$ cat config.mk
export PLATFORM = sky130hd
export DESIGN_NAME = ev_drive_pwm_ctrl
export DESIGN_NICKNAME = d
export VERILOG_FILES = /design/src/rtl/ev_drive_pkg.sv /design/src/rtl/ev_ramp_pwm_ch.sv /design/src/rtl/ev_drive_pwm_ctrl.sv
export SDC_FILE = /design/constraint.sdc
export NUM_CORES = 1
export LEC_CHECK = 0
export ABC_AREA = 1
export BUFFER_PORTS_ARGS = -buffer_cell sky130_fd_sc_hd__buf_2
export CAP_MARGIN = 20
export CORE_MARGIN = 8
export CORE_UTILIZATION = 60
export DETAILED_ROUTE_END_ITERATION = 7
export PLACE_DENSITY_LB_ADDON = 0.2
export SLEW_MARGIN = 40
export SYNTH_ARGS = -nofsm -noshare
export SYNTH_HDL_FRONTEND = slang
export SYNTH_HIERARCHICAL = 1
export SYNTH_SLANG_ARGS = --single-unit
$ cat constraint.sdc
create_clock -name clk -period 5 [get_ports clk]
set_clock_uncertainty 0.15 [all_clocks]
set_input_delay 1 -clock clk [delete_from_list [all_inputs] [get_ports clk]]
set_output_delay 1 -clock clk [all_outputs]
set_load 0.05 [all_outputs]
$ cat src/rtl/ev_drive_pkg.sv
// Shared types and default thresholds for the EV drive PWM controller.
package ev_drive_pkg;

  typedef enum logic [1:0] {
    ST_OFF    = 2'd0,
    ST_RUN    = 2'd1,
    ST_DERATE = 2'd2
  } drive_state_e;

  localparam int T_HI_DEF      = 110;
  localparam int T_LO_DEF      = 100;
  localparam int RAMP_STEP_DEF = 4;

  // Channel-select width; a single channel still gets a 1-bit selector.
  function automatic int ch_idx_w(input int n);
    return (n > 1) ? $clog2(n) : 1;
  endfunction

endpackage

$ cat src/rtl/ev_ramp_pwm_ch.sv
// One motor channel: speed ramp toward target, period-aligned duty shadow, PWM compare.
// Speed moves one step per tick; pwm_out is registered one cycle behind the counter.
module ev_ramp_pwm_ch import ev_drive_pkg::*; #(
  parameter int DW        = 8,
  parameter int RAMP_STEP = RAMP_STEP_DEF
) (
  input  logic          clk,
  input  logic          rst_n,
  input  logic          i_clr,
  input  logic          i_tick,
  input  logic [DW-1:0] i_target,
  input  logic [DW-1:0] i_pwm_cnt,
  output logic [DW-1:0] o_speed,
  output logic          o_pwm,
  output logic          o_at_target
);

  localparam logic [DW:0]   STEP    = (DW+1)'(RAMP_STEP);
  localparam logic [DW-1:0] CNT_MAX = '1;

  logic [DW-1:0] r_speed;
  logic [DW-1:0] r_shadow;
  logic          r_pwm;
  logic [DW:0]   w_spd_x;
  logic [DW:0]   w_tgt_x;
  logic [DW-1:0] w_next;

  // One extra bit keeps the distance compare and step free of wrap.
  always_comb begin
    w_spd_x = {1'b0, r_speed};
    w_tgt_x = {1'b0, i_target};
    w_next  = r_speed;
    if (w_tgt_x > w_spd_x) begin
      w_next = ((w_tgt_x - w_spd_x) > STEP) ? DW'(w_spd_x + STEP) : i_target;
    end else if (w_tgt_x < w_spd_x) begin
      w_next = ((w_spd_x - w_tgt_x) > STEP) ? DW'(w_spd_x - STEP) : i_target;
    end
  end

  always_ff @(posedge clk) begin
    if (!rst_n || i_clr) begin
      r_speed  <= '0;
      r_shadow <= '0;
      r_pwm    <= 1'b0;
    end else begin
      if (i_tick) r_speed <= w_next;
      if (i_pwm_cnt == CNT_MAX) r_shadow <= r_speed;
      r_pwm <= (i_pwm_cnt < r_shadow);
    end
  end

  assign o_speed     = r_speed;
  assign o_pwm       = r_pwm;
  assign o_at_target = (r_speed == i_target);

endmodule

$ cat src/rtl/ev_drive_pwm_ctrl.sv
// Multi-channel EV drive controller: power FSM, thermal derate, command decode, ramped PWM.
// Commands land one cycle after the handshake; cmd_ready is high only while powered.
module ev_drive_pwm_ctrl import ev_drive_pkg::*; #(
  parameter int N_CH      = 2,
  parameter int DW        = 8,
  parameter int DIV_W     = 8,
  parameter int RAMP_STEP = RAMP_STEP_DEF,
  parameter int TEMP_W    = 7,
  parameter int T_HI      = T_HI_DEF,
  parameter int T_LO      = T_LO_DEF
) (
  input  logic                      clk,
  input  logic                      rst_n,
  input  logic                      enable,
  input  logic                      cmd_valid,
  output logic                      cmd_ready,
  input  logic [ch_idx_w(N_CH)-1:0] cmd_ch,
  input  logic [DW-1:0]             cmd_accel,
  input  logic [DW-1:0]             cmd_brake,
  input  logic [DIV_W-1:0]          prescale,
  input  logic [TEMP_W-1:0]         temp,
  output logic [N_CH-1:0]           pwm_out,
  output logic [N_CH*DW-1:0]        speed_out,
  output logic [N_CH-1:0]           at_target,
  output logic                      overheat,
  output logic                      cmd_err,
  output logic [1:0]                state_out
);

  localparam int                CH_W   = ch_idx_w(N_CH);
  localparam logic [CH_W:0]     N_CH_V = (CH_W+1)'(N_CH);
  localparam logic [TEMP_W-1:0] T_HI_V = TEMP_W'(T_HI);
  localparam logic [TEMP_W-1:0] T_LO_V = TEMP_W'(T_LO);

  drive_state_e  r_state;
  drive_state_e  w_state_nxt;
  logic          r_overheat;
  logic          r_cmd_err;
  logic [DIV_W-1:0] r_div;
  logic [DW-1:0] r_pcnt;
  logic [DW-1:0] r_target [N_CH];
  logic          w_xfer;
  logic          w_ch_ok;
  logic          w_tick;
  logic          w_clr;
  logic [DW-1:0] w_diff;

  always_ff @(posedge clk) begin
    if (!rst_n) r_state <= ST_OFF;
    else        r_state <= w_state_nxt;
  end

  always_comb begin
    w_state_nxt = r_state;
    case (r_state)
      ST_OFF:    if (enable) w_state_nxt = r_overheat ? ST_DERATE : ST_RUN;
      ST_RUN:    if (r_overheat) w_state_nxt = ST_DERATE;
      ST_DERATE: if (!r_overheat) w_state_nxt = ST_RUN;
      default:   w_state_nxt = ST_OFF;
    endcase
    if (!enable) w_state_nxt = ST_OFF;
  end

  always_comb begin
    cmd_ready = (r_state == ST_RUN) || (r_state == ST_DERATE);
    state_out = r_state;
  end

  // Hysteresis band between the thresholds keeps the previous flag.
  always_ff @(posedge clk) begin
    if (!rst_n)                r_overheat <= 1'b0;
    else if (temp >= T_HI_V)   r_overheat <= 1'b1;
    else if (temp <= T_LO_V)   r_overheat <= 1'b0;
  end

  assign w_xfer  = cmd_valid && cmd_ready;
  assign w_ch_ok = ({1'b0, cmd_ch} < N_CH_V);
  assign w_diff  = (cmd_accel > cmd_brake) ? (cmd_accel - cmd_brake) : '0;
  assign w_clr   = !enable;

  always_ff @(posedge clk) begin
    if (!rst_n || !enable) begin
      for (int k = 0; k < N_CH; k++) r_target[k] <= '0;
    end else if (w_xfer) begin
      for (int k = 0; k < N_CH; k++) begin
        if (CH_W'(k) == cmd_ch) r_target[k] <= w_diff;
      end
    end
  end

  always_ff @(posedge clk) begin
    if (!rst_n) r_cmd_err <= 1'b0;
    else        r_cmd_err <= w_xfer && !w_ch_ok;
  end

  assign w_tick = (r_state != ST_OFF) && (r_div >= prescale);

  always_ff @(posedge clk) begin
    if (!rst_n || r_state == ST_OFF) begin
      r_div  <= '0;
      r_pcnt <= '0;
    end else begin
      r_div  <= w_tick ? '0 : r_div + 1'b1;
      r_pcnt <= r_pcnt + 1'b1;
    end
  end

  for (genvar g = 0; g < N_CH; g++) begin : g_ch
    logic [DW-1:0] w_eff;

    always_comb begin
      case (r_state)
        ST_RUN:    w_eff = r_target[g];
        ST_DERATE: w_eff = r_target[g] >> 1;
        default:   w_eff = '0;
      endcase
    end

    ev_ramp_pwm_ch #(
      .DW        (DW),
      .RAMP_STEP (RAMP_STEP)
    ) u_ch (
      .clk         (clk),
      .rst_n       (rst_n),
      .i_clr       (w_clr),
      .i_tick      (w_tick),
      .i_target    (w_eff),
      .i_pwm_cnt   (r_pcnt),
      .o_speed     (speed_out[g*DW +: DW]),
      .o_pwm       (pwm_out[g]),
      .o_at_target (at_target[g])
    );
  end

  assign overheat = r_overheat;
  assign cmd_err  = r_cmd_err;

endmodule

==> flow_summary.html <==
<table>
<tr><th>Metric</th><th>Value</th></tr>
<tr><th colspan="2">Run status</th></tr>
<tr><td>Status</td><td>complete, no violations</td></tr>
<tr><th colspan="2">GRT</th></tr>
<tr><td>GR Overflow Total</td><td>0</td></tr>
<tr><td>All-Layer GR Usage</td><td>21.07%</td></tr>
<tr><td>Largest net degree at the start of global routing</td><td>17</td></tr>
<tr><td>Number of global-route vias before repair</td><td>5742</td></tr>
<tr><td>First-pass GRT wire length</td><td>25380 um</td></tr>
<tr><td>Number of antenna violations at the first check in global routing</td><td>0</td></tr>
<tr><th colspan="2">Clocking</th></tr>
<tr><td>Post-CTS clock slew at the launch and capture registers of the worst setup and hold paths</td><td>0.07 ns</td></tr>
<tr><td>Post-CTS resize count</td><td>0</td></tr>
<tr><td>Clock sink total</td><td>69</td></tr>
<tr><td>Clock latency on the worst-skew pair</td><td>0.35 ns</td></tr>
<tr><td>Number of H-tree branching levels</td><td>3</td></tr>
<tr><td>Largest buffer count on any clock path</td><td>2</td></tr>
<tr><td>Clock tree from TritonCTS</td><td>yes</td></tr>
<tr><td>Number of post-CTS setup repair buffers</td><td>0</td></tr>
<tr><td>Number of hold buffers added after CTS</td><td>0</td></tr>
<tr><td>CTS Root Cell</td><td>sky130_fd_sc_hd__clkbuf_8</td></tr>
<tr><td>TritonCTS buffer count</td><td>9</td></tr>
<tr><th colspan="2">Drt</th></tr>
<tr><td>Total vias in the final route</td><td>6203</td></tr>
<tr><td>Total detailed-routing wirelength</td><td>15050 um</td></tr>
<tr><td>Residual DRC count</td><td>0</td></tr>
<tr><td>Average routed wire per standard cell</td><td>12.49 um</td></tr>
<tr><td>Iteration-0 DRC Markers</td><td>403</td></tr>
<tr><td>Per-cell via count in the routed design</td><td>5.148</td></tr>
<tr><td>Antenna-violating nets left</td><td>0</td></tr>
<tr><td>Pre-antenna DRT Iters</td><td>5</td></tr>
<tr><th colspan="2">Final layout</th></tr>
<tr><td>Fin nets</td><td>1172</td></tr>
<tr><td>Proportion of layout cells with a drive suffix above 1</td><td>13.71%</td></tr>
<tr><td>Final core area utilization</td><td>66.74%</td></tr>
<tr><td>Count of antenna diodes in the layout</td><td>0</td></tr>
<tr><td>Syn-to-layout area delta</td><td>9.794%</td></tr>
<tr><th colspan="2">Synth</th></tr>
<tr><td>Top cells by count, synth</td><td>sky130_fd_sc_hd__nand2_1, sky130_fd_sc_hd__inv_1, sky130_fd_sc_hd__nand3_1</td></tr>
<tr><td>Mapped Nets</td><td>1113</td></tr>
<tr><td>Distinct cell type count of the synthesized netlist</td><td>40</td></tr>
<tr><td>Area share of the largest cell type after synthesis</td><td>16.32%</td></tr>
<tr><td>Number of enable-type register cells in the synthesized netlist</td><td>16</td></tr>
<tr><td>Cell taking the most area after synthesis</td><td>sky130_fd_sc_hd__dfxtp_1</td></tr>
<tr><td>Syn Std Cell Area</td><td>6502 sq um</td></tr>
<tr><td>Number of warnings issued by yosys</td><td>6</td></tr>
<tr><td>Complex-gate fraction of the synthesized area</td><td>8.967%</td></tr>
<tr><td>Dominant combinational cell family by area after synthesis</td><td>simple AND/OR/NAND/NOR gates</td></tr>
<tr><td>Adder-Cell Fraction of Synth Area</td><td>14.97%</td></tr>
<tr><td>Yosys reg bits</td><td>69</td></tr>
<tr><td>Mean instance size in the synthesized netlist</td><td>6.496 sq um</td></tr>
<tr><td>Post-synthesis share of cell area spent on xor and xnor gates</td><td>3.367%</td></tr>
<tr><td>Count leader, synth</td><td>sky130_fd_sc_hd__nand2_1</td></tr>
<tr><td>Basic-gate share of the synthesized area counting and, or, nand and nor cells</td><td>35.67%</td></tr>
<tr><td>Synth Instances</td><td>1001</td></tr>
<tr><td>Proportion of synthesized area in mux cells</td><td>0%</td></tr>
<tr><td>Top cells by area in the synthesized netlist</td><td>sky130_fd_sc_hd__dfxtp_1, sky130_fd_sc_hd__nand2_1, sky130_fd_sc_hd__ha_1</td></tr>
<tr><td>Flip-flop cell with the highest count after synthesis</td><td>sky130_fd_sc_hd__dfxtp_1</td></tr>
<tr><td>Part of the Yosys area used for sequential elements</td><td>23.71%</td></tr>
<tr><td>Async set-or-reset flop fraction in the synthesized netlist</td><td>0%</td></tr>
<tr><th colspan="2">Critical path</th></tr>
<tr><td>Worst flop-to-flop path endpoint</td><td>g_ch[1].u_ch/o_speed[2]</td></tr>
<tr><td>Critical Path Slowest Stage Cell</td><td>sky130_fd_sc_hd__ha_1</td></tr>
<tr><td>Arrival time at the worst endpoint</td><td>3.27 ns</td></tr>
<tr><td>Buffers plus inverters on the worst setup path</td><td>4</td></tr>
<tr><td>Crit end category</td><td>output pin</td></tr>
<tr><td>Crit path launch type</td><td>flip-flop</td></tr>
<tr><td>Max stage delay on crit path</td><td>0.43 ns</td></tr>
<tr><td>Path depth of the worst reg2reg path</td><td>19</td></tr>
<tr><td>Cell chain of the critical path</td><td>inv_1 &gt; ha_1 &gt; nand2_1 &gt; o22ai_1 &gt; inv_1 &gt; ha_1 &gt; nand2_2 &gt; inv_2 &gt; nand2_2 &gt; nor3_2 &gt; buf_2</td></tr>
<tr><td>Reg2reg start</td><td>state_out[1]</td></tr>
<tr><td>Required time at the worst-slack endpoint</td><td>3.85 ns</td></tr>
<tr><td>Kind of cell with the highest combined delay on the critical path</td><td>adder cells</td></tr>
<tr><td>Type of the setup path with the least slack</td><td>flip-flop to output pin</td></tr>
<tr><td>Flop2flop setup slack</td><td>1.09 ns</td></tr>
<tr><td>Worst-path maximum fanout</td><td>14</td></tr>
<tr><th colspan="2">STA</th></tr>
<tr><td>Hold Violations, Final</td><td>0</td></tr>
<tr><td>Final slew viol count</td><td>0</td></tr>
<tr><td>Worst Max-Slew Pin Slew</td><td>0.7272 ns</td></tr>
<tr><td>Final worst-path cycle share</td><td>88.36%</td></tr>
<tr><td>Worst slew margin</td><td>51.34%</td></tr>
<tr><td>Max Freq</td><td>226.4 MHz</td></tr>
<tr><td>Minimum period implied by the final worst setup slack</td><td>4.418 ns</td></tr>
<tr><td>Final setup TNS</td><td>0 ns</td></tr>
<tr><td>Final setup violation count</td><td>0</td></tr>
<tr><td>Setup repair after global routing missed its margin</td><td>false</td></tr>
<tr><th colspan="2">Placed design</th></tr>
<tr><td>Count of buffers from port buffering</td><td>59</td></tr>
<tr><td>HPWL reported at the end of detailed placement</td><td>12550 um</td></tr>
<tr><td>Weighted congestion at the end of routability-driven global placement</td><td>0.9270</td></tr>
<tr><th colspan="2">Die</th></tr>
<tr><td># IOs</td><td>61</td></tr>
<tr><td>Core area</td><td>10700 sq um</td></tr>
<tr><td>Number of rows created at floorplan</td><td>38</td></tr>
<tr><td>Die Span X</td><td>120.1 um</td></tr>
<tr><td>Initial core utilization</td><td>60.78%</td></tr>
<tr><td>Area of the die</td><td>14430 sq um</td></tr>
<tr><td>Vertical die dimension</td><td>120.1 um</td></tr>
<tr><th colspan="2">Power</th></tr>
<tr><td>Power density normalized to cell area</td><td>205.0 nW/um^2</td></tr>
<tr><td>Max rail drop VDD</td><td>260.0 uV</td></tr>
<tr><td>Leakage</td><td>3.664 nW</td></tr>
<tr><td>Total Power Consumption</td><td>0.001464 W</td></tr>
<tr><th colspan="2">Min path</th></tr>
<tr><td>Number of cells on the worst hold path</td><td>2</td></tr>
<tr><td>Hold path endpoint</td><td>g_ch[0].u_ch/r_shadow[0]</td></tr>
<tr><td>Worst min path class</td><td>flip-flop to flip-flop</td></tr>
<tr><td>Hold Path Origin</td><td>g_ch[0].u_ch/r_shadow[0]</td></tr>
<tr><th colspan="2">Job</th></tr>
<tr><td>Max capacitance violation total</td><td>0</td></tr>
</table>
-- stage by stage --
step	hold slack, ns	std cells	instance area, sq um	worst slack [ns]
2_1_floorplan	0.2745	1001	6502	0.4227
3_3_place_gp	0.2860	1189	6918	1.079
3_5_place_dp	0.2921	1189	6918	0.9930
4_1_cts	0.3025	1205	7139	0.5977
5_1_grt	0.3154	1205	7139	0.2648
6_report	0.3057	1205	7139	0.5821
-- sequential cells by signal, indices dropped and copies added (netlist names) --
register,cells
r_div,8
overheat,1
g_ch.u_ch/o_speed,16
g_ch.u_ch/r_shadow,16
g_ch.u_ch/o_pwm,2
r_pcnt,8
r_target,16
state_out,2
-- layer usage --
| layer | up-vias | global-route usage, % | part of all wire, % | routed length (um) |
|---|---|---|---|---|
| met1 | 2780 | 25.11 | 45 | 6753 |
| met5 | - | 0 | 0 | 0 |
| met3 | 21 | 4.368 | 4.9 | 743 |
| met4 | 0 | 5.152 | 0.98 | 148 |
| li1 | 3255 | - | - | - |
| met2 | 147 | 37.79 | 49 | 7399 |
-- cell families after synthesis --
logic type,Yosys count
XOR/XNOR,25
buffers and inverters,226
flip-flops,69
other,1
AND/OR/NAND/NOR,498
AO/OA/AOI/OAI,106
adder cells (fa/ha/maj),76
-- report_power, final --
| part | internal, W | switching (W) | total [W] | leakage [nW] |
|---|---|---|---|---|
| combinational | 0.000122 | 0.000256 | 0.000377 | 2.95 |
| clock | 0.000283 | 0.000216 | 0.000498 | 0.106 |
| sequential | 0.000580 | 0.00000778 | 0.000588 | 0.606 |
| total | 0.000985 | 0.000479 | 0.00146 | 3.66 |
-- cell usage in the layout, fill, tap and decap left out, types with 4 or more instances in the layout --
| cell type | synthesis | routed |
|---|---|---|
| sky130_fd_sc_hd__nand2_1 | 267 | 267 |
| sky130_fd_sc_hd__inv_1 | 191 | 191 |
| sky130_fd_sc_hd__nand3_1 | 91 | 91 |
| sky130_fd_sc_hd__ha_1 | 73 | 73 |
| sky130_fd_sc_hd__nor2_1 | 65 | 65 |
| sky130_fd_sc_hd__buf_2 | 2 | 59 |
| sky130_fd_sc_hd__a21oi_1 | 54 | 54 |
| sky130_fd_sc_hd__dfxtp_1 | 53 | 53 |
| sky130_fd_sc_hd__o21ai_0 | 27 | 26 |
| sky130_fd_sc_hd__inv_2 | 22 | 22 |
| sky130_fd_sc_hd__nand2_2 | 17 | 17 |
| sky130_fd_sc_hd__edfxtp_1 | 16 | 16 |
| sky130_fd_sc_hd__xor2_1 | 15 | 15 |
| sky130_fd_sc_hd__nand4_1 | 15 | 15 |
| sky130_fd_sc_hd__o22ai_1 | 12 | 12 |
| sky130_fd_sc_hd__xnor2_1 | 10 | 10 |
| sky130_fd_sc_hd__clkbuf_8 | 0 | 9 |
| sky130_fd_sc_hd__nor2_4 | 7 | 7 |
| sky130_fd_sc_hd__nand2_4 | 6 | 6 |
| sky130_fd_sc_hd__nand3b_1 | 5 | 5 |
| sky130_fd_sc_hd__nor3_1 | 5 | 5 |
| sky130_fd_sc_hd__and2_1 | 4 | 4 |
-- worst max path at each step --
| stage | to | depth (start not counted) | startpoint | slack (ns) |
|---|---|---|---|---|
| global placement | at_target[0] | 9 | state_out[0] | 1.08 |
| CTS | at_target[0] | 11 | state_out[0] | 0.60 |
| floorplan | at_target[1] | 11 | state_out[0] | 0.42 |
| detailed placement | at_target[0] | 11 | state_out[0] | 0.99 |
| finish | at_target[1] | 11 | state_out[1] | 0.58 |
| global route | at_target[0] | 9 | state_out[0] | 0.26 |
-- area by class of cell --
type / instances / area [sq um]
Multi-Input combinational cell: 706 / 4099
Fill cell: 1027 / 3558
Clock buffer: 9 / 123.9
Clock inverter: 7 / 97.59
Tap cell: 140 / 175.2
Timing Repair Buffer: 59 / 295.3
Inverter: 215 / 807.0
Sequential cell: 69 / 1541
-- worst min-delay path: stages, from the launching register on --
cell,delay (ns)
sky130_fd_sc_hd__dfxtp_1,0.30
sky130_fd_sc_hd__inv_1,0.06
sky130_fd_sc_hd__a21oi_1,0.05
Note: power is estimated with default switching activity, not from simulation.
